[src/rtl/ctl_reg_sequencer.sv]
// rtl/ctl_reg_sequencer.sv - polls controller BRAM CTL_FLAG, bursts changed register groups, writes FPGA_STATE back
// Optional CTL_SEQ_FLAG_ACK_EN: write the acknowledged group bit back to CTL_FLAG after each strobe.
module ctl_reg_sequencer #(
  parameter int POLL_INTERVAL = 64,
  parameter int RD_LATENCY    = 2
) (
  input  logic        clk_i,
  input  logic        rst_n_i,
  output logic        bram_en_o,
  output logic        bram_we_o,
  output logic [7:0]  bram_addr_o,
  output logic [15:0] bram_din_o,
  input  logic [15:0] bram_dout_i,
  input  logic [15:0] fpga_state_i,
  output logic        reg_valid_o,
  output logic [7:0]  reg_addr_o,
  output logic [15:0] reg_data_o,
  output logic        update_valid_o,
  output logic [2:0]  update_group_o,
  output logic        force_fan_o,
  output logic        busy_o
);

  localparam logic [7:0] ADDR_CTL_FLAG   = 8'h00;
  localparam logic [7:0] ADDR_FPGA_STATE = 8'h01;
  localparam int CW = $clog2(POLL_INTERVAL + RD_LATENCY + 1) + 1;

  typedef enum logic [2:0] {
    S_WAIT, S_RD_FLAG, S_SCAN, S_BURST, S_STROBE, S_ACK, S_WR_STATE
  } state_e;

  state_e state_q, state_d;
  logic [CW-1:0] cnt_q, cnt_d;
  logic [15:0] flag_prev_q, flag_prev_d;
  logic [5:0]  pending_q, pending_d;
  logic [2:0]  grp_q, grp_d, low_grp;
  logic [7:0]  addr_q, addr_d;
  logic        done_q, done_d;
  logic        fan_q, fan_d;
  logic        issue;
  logic [RD_LATENCY-1:0]       pv_q;
  logic [RD_LATENCY-1:0][7:0]  pa_q;
`ifdef CTL_SEQ_FLAG_ACK_EN
  logic [15:0] flag_q, flag_d;
`endif

  function automatic logic [7:0] grp_first(input logic [2:0] g);
    case (g)
      3'd0:    return 8'h20;
      3'd1:    return 8'h50;
      3'd2:    return 8'h40;
      3'd3:    return 8'hE0;
      3'd4:    return 8'hF0;
      default: return 8'h11;
    endcase
  endfunction

  function automatic logic [7:0] grp_last(input logic [2:0] g);
    case (g)
      3'd0:    return 8'h2B;
      3'd1:    return 8'h63;
      3'd2:    return 8'h44;
      3'd3:    return 8'hE1;
      3'd4:    return 8'hF0;
      default: return 8'h14;
    endcase
  endfunction

  // Highest index scanned first so the lowest set bit wins.
  always_comb begin
    low_grp = 3'd0;
    for (int i = 5; i >= 0; i--) begin
      if (pending_q[i]) low_grp = 3'(i);
    end
  end

  always_comb begin
    state_d     = state_q;
    cnt_d       = cnt_q;
    flag_prev_d = flag_prev_q;
    pending_d   = pending_q;
    grp_d       = grp_q;
    addr_d      = addr_q;
    done_d      = done_q;
    fan_d       = fan_q;
`ifdef CTL_SEQ_FLAG_ACK_EN
    flag_d      = flag_q;
`endif
    issue          = 1'b0;
    bram_en_o      = 1'b0;
    bram_we_o      = 1'b0;
    bram_addr_o    = 8'h00;
    bram_din_o     = 16'h0000;
    update_valid_o = 1'b0;
    case (state_q)
      S_WAIT: begin
        if (cnt_q == CW'(POLL_INTERVAL - 1)) begin
          state_d = S_RD_FLAG;
          cnt_d   = '0;
        end else begin
          cnt_d = cnt_q + CW'(1);
        end
      end
      S_RD_FLAG: begin
        if (cnt_q == '0) begin
          bram_en_o   = 1'b1;
          bram_addr_o = ADDR_CTL_FLAG;
        end
        if (cnt_q == CW'(RD_LATENCY)) begin
          fan_d       = bram_dout_i[13];
          pending_d   = bram_dout_i[5:0] & ~flag_prev_q[5:0];
          flag_prev_d = bram_dout_i;
`ifdef CTL_SEQ_FLAG_ACK_EN
          flag_d      = bram_dout_i;
`endif
          cnt_d       = '0;
          state_d     = S_SCAN;
        end else begin
          cnt_d = cnt_q + CW'(1);
        end
      end
      S_SCAN: begin
        if (pending_q != 6'd0) begin
          grp_d   = low_grp;
          addr_d  = grp_first(low_grp);
          done_d  = 1'b0;
          state_d = S_BURST;
        end else begin
          state_d = S_WR_STATE;
        end
      end
      S_BURST: begin
        if (!done_q) begin
          bram_en_o   = 1'b1;
          bram_addr_o = addr_q;
          issue       = 1'b1;
          if (addr_q == grp_last(grp_q)) done_d = 1'b1;
          else                            addr_d = addr_q + 8'd1;
        end
        // Leave once the final word of the group has been delivered.
        if (pv_q[RD_LATENCY-1] && pa_q[RD_LATENCY-1] == grp_last(grp_q)) state_d = S_STROBE;
      end
      S_STROBE: begin
        update_valid_o = 1'b1;
        pending_d      = pending_q & ~(6'b000001 << grp_q);
`ifdef CTL_SEQ_FLAG_ACK_EN
        flag_d  = flag_q & ~(16'h0001 << grp_q);
        state_d = S_ACK;
`else
        state_d = S_SCAN;
`endif
      end
`ifdef CTL_SEQ_FLAG_ACK_EN
      S_ACK: begin
        bram_en_o   = 1'b1;
        bram_we_o   = 1'b1;
        bram_addr_o = ADDR_CTL_FLAG;
        bram_din_o  = flag_q;
        state_d     = S_SCAN;
      end
`endif
      S_WR_STATE: begin
        bram_en_o   = 1'b1;
        bram_we_o   = 1'b1;
        bram_addr_o = ADDR_FPGA_STATE;
        bram_din_o  = fpga_state_i;
        cnt_d       = '0;
        state_d     = S_WAIT;
      end
      default: state_d = S_WAIT;
    endcase
  end

  always_ff @(posedge clk_i or negedge rst_n_i) begin
    if (!rst_n_i) begin
      state_q     <= S_WAIT;
      cnt_q       <= '0;
      flag_prev_q <= 16'h0000;
      pending_q   <= 6'd0;
      grp_q       <= 3'd0;
      addr_q      <= 8'h00;
      done_q      <= 1'b0;
      fan_q       <= 1'b0;
      pv_q        <= '0;
      pa_q        <= '0;
`ifdef CTL_SEQ_FLAG_ACK_EN
      flag_q      <= 16'h0000;
`endif
    end else begin
      state_q     <= state_d;
      cnt_q       <= cnt_d;
      flag_prev_q <= flag_prev_d;
      pending_q   <= pending_d;
      grp_q       <= grp_d;
      addr_q      <= addr_d;
      done_q      <= done_d;
      fan_q       <= fan_d;
      pv_q[0]     <= issue;
      pa_q[0]     <= bram_addr_o;
      for (int i = 1; i < RD_LATENCY; i++) begin
        pv_q[i] <= pv_q[i-1];
        pa_q[i] <= pa_q[i-1];
      end
`ifdef CTL_SEQ_FLAG_ACK_EN
      flag_q      <= flag_d;
`endif
    end
  end

  assign reg_valid_o    = pv_q[RD_LATENCY-1];
  assign reg_addr_o     = pv_q[RD_LATENCY-1] ? pa_q[RD_LATENCY-1] : 8'h00;
  assign reg_data_o     = pv_q[RD_LATENCY-1] ? bram_dout_i : 16'h0000;
  assign update_group_o = update_valid_o ? grp_q : 3'd0;
  assign force_fan_o    = fan_q;
  assign busy_o         = (state_q != S_WAIT);

endmodule

[config.mk]
export PLATFORM = sky130hd
export DESIGN_NAME = ctl_reg_sequencer
export DESIGN_NICKNAME = d
export VERILOG_FILES = /design/src/rtl/ctl_reg_sequencer.sv
export SDC_FILE = /design/constraint.sdc
export NUM_CORES = 1
export LEC_CHECK = 0
export ABC_CLOCK_PERIOD_IN_PS = 5300
export CORE_UTILIZATION = 52
export CTS_CLUSTER_SIZE = 25
export DETAILED_ROUTE_END_ITERATION = 8
export GPL_ROUTABILITY_DRIVEN = 1
export PLACE_DENSITY = 0.87
export SYNTH_ARGS = -nofsm -noshare
export SYNTH_HDL_FRONTEND = slang
export SYNTH_SLANG_ARGS = --single-unit
[constraint.sdc]
create_clock -name clk_i -period 5.3 [get_ports clk_i]
set_clock_uncertainty 0.1 [all_clocks]
set_input_delay 1.06 -clock clk_i [delete_from_list [all_inputs] [get_ports clk_i]]
set_output_delay 1.06 -clock clk_i [all_outputs]
set_load 0.005 [all_outputs]
==> impl_metrics.json <==
{
  "hold-path-cell-count": 0,
  "vdd_ir_drop_max_uv": 147,
  "synth_edf_count": 0,
  "portBuffers": 90,
  "setup_viol_count_final": 0,
  "finalNetCount": 465,
  "worst_pin_slew_ns": 1.02,
  "worstHoldStart": "pa_q[7]",
  "grt-ovfl-total": 0,
  "r2r_start": "cnt_q[6]",
  "hold_viol": 0,
  "yosys_register_bits": 54,
  "drcViolationCount": 0,
  "dp_hpwl_um": 5720,
  "cp_max_fo": 17,
  "pin_count": 91,
  "wl_met1_um": 3250,
  "first_global_vias": 2570,
  "hold_path_end": "pa_q[15]",
  "die_h_um": 79.8,
  "final_core_util": 0.731,
  "area_growth_pct": 31.9,
  "setup-tns-final_ns": 0,
  "fmax_ghz": 0.255,
  "row_count": 27,
  "synthSimpleGateAreaFrac": 0.280,
  "crit_path_end_kind": "output pin",
  "arrival_ns": 2.76,
  "viasPerCell": 5.64,
  "synth-compound-area-share": 0.150,
  "yosys_warnings": 0,
  "synth_xor_area_frac": 0.0390,
  "clockBufferDepth": 2,
  "cts_tree": "built",
  "met3WireLength_um": 766,
  "start_kind": "register",
  "core_area_mm2": 0.00568,
  "grt_max_degree": 55,
  "power_density_mw_per_mm2": 171,
  "synth.area.mux_share": 0.0425,
  "r2r_slack_ns": 2.48,
  "layout-drive-gt1-share": 0.0701,
  "slew_viol_final": 0,
  "routed-wl-met2_um": 3700,
  "postCtsSetupRepairBufs": 0,
  "ys.flop_type": "dfrtp_1",
  "numCtsBuffers": 5,
  "numClockSinks": 54,
  "min_path_type": "register to register",
  "clkSlewWorstSetupHoldPaths_ns": 0.09,
  "worstSetupStartpoint": "state_q[0]",
  "outcome": "completed",
  "ant_nets": 0,
  "syn-num-nets": 384,
  "slew_headroom": 0.320,
  "required_ns": 4.14,
  "dieArea_mm2": 0.00637,
  "synth_top_family_by_area": "simple AND/OR/NAND/NOR gates",
  "criticalPathCategory": "register to output pin",
  "avgSynthCellArea_um2": 9.09,
  "highest_layer": "met4",
  "seq_area_frac_synth": 0.429,
  "clk_latency_ns": 0.31,
  "htreeDepth": 2,
  "r2r_end": "pending_q[4]",
  "vias": 2822,
  "initial_utilization": 0.554,
  "hold_buffers": 0,
  "routed_wl_um": 7870,
  "power_uw": 710,
  "die_w_um": 79.8,
  "wire_per_inst_um": 15.7,
  "antenna_cells": 0,
  "async_reset_ff_frac": 1.00,
  "synth_cells": 346,
  "antenna_found_initial": 0,
  "grt_pass1_wl_um": 12500,
  "rsz0062_at_grt": "no",
  "fin_crit_ns": 3.92,
  "drt_iter0_drc": 214,
  "fin_crit_sh": 0.739,
  "cts_resized": 0,
  "ys_types": 52,
  "p_leak_uw": 0.00173,
  "synth_fa_ha_area_frac": 0.0159,
  "synthesis.area_mm2": 0.00315,
  "rr_worst_depth": 5,
  "grtUsageTotal": 0.256,
  "place.gp.congestion": 0.898,
  "max_cap_viol_count": 0,
  "cts-root-buf": "clkbuf_8",
  "drtPass1Iterations": 5
}
-- cells by family after synthesis --
kind of cell	count (synthesis)
and+or+nand+nor	162
xor gates and xnor gates	14
muxes	10
buffers and inverters	29
DFF	54
AOI/OAI and AO/OA	73
adders and majority gates	4
-- layout by cell type (no fill, tap or decap), drive strengths merged, types with 4 or more instances in the layout --
master and count:
nor3 12, and2 45, a21oi 21, dfrtp 54
nand2 25, xnor2 8, nand4 4, nor2 35
xor2 6, nor3b 4, clkbuf 7, nand2b 11
mux2 9, o21ai 23, nand3 10, clkdlybuf4s50 89
ha 4, o31ai 5, inv 12
-- power by group --
part | internal [uW] | switching [uW] | leakage (uW)
sequential | 415 | 2.19 | 0.000696
combinational | 26.6 | 13.1 | 0.000977
clock | 120 | 134 | 0.0000544
-- registers in the layout, indices dropped and copies added, names as in the netlist --
register,cells
pv_q,2
addr_q,8
force_fan_o,1
pending_q,6
cnt_q,8
pa_q,16
flag_prev_q,6
state_q,3
done_q,1
grp_q,3
-- layer usage --
layer,up-vias,global-route usage
li1,1357,-
met1,1290,0.338
met2,158,0.421
met3,17,0.0514
met4,0,0.0821
met5,-,0
-- critical path, stage by stage (launching register included) --
cell	delay (ns)
dfrtp_1	0.68
nand3b_1	0.49
nor2_1	0.54
and2_1	0.22
clkdlybuf4s50_1	0.50
-- worst max path at each step --
stage	endpoint	slack (ns)
floorplan	bram_en_o	2.51
global placement	bram_addr_o[0]	1.85
detailed placement	bram_addr_o[2]	1.81
CTS	bram_addr_o[2]	1.45
global route	bram_addr_o[2]	1.25
finish	bram_addr_o[2]	1.38
-- per-stage QoR --
stage                     cell area (um2)  instances  hold slack (ns)  worst slack [ns]
after global routing                 4150        500            0.262              1.25
after detailed placement             4050        492            0.235              1.81
after global placement               4050        492            0.232              1.85
after floorplan                      3150        346            0.231              2.51
after CTS                            4150        500            0.256              1.45
final                                4150        500            0.254              1.38
-- synth_stat cells, types with 7 or more instances --
cell,count,share of area
clkbuf_1,7,0.0084
nand3_1,10,0.016
inv_1,12,0.014
a21oi_1,21,0.033
o21ai_0,19,0.030
nand2_1,25,0.030
nor3_1,10,0.016
xnor2_1,8,0.022
and2_1,45,0.089
dfrtp_1,54,0.43
nor2_1,35,0.042
nand2b_1,11,0.022
-- layout make-up --
cell class,instances,area (um2)
Multi-Input combinational cell,263,1660
Fill cell,419,1520
Sequential cell,54,1350
Timing Repair Buffer,91,903
Clock buffer,7,96.3
Tap cell,72,90.1
Inverter,12,45.0
Clock inverter,1,8.76
(Power assumes the default switching activity.)
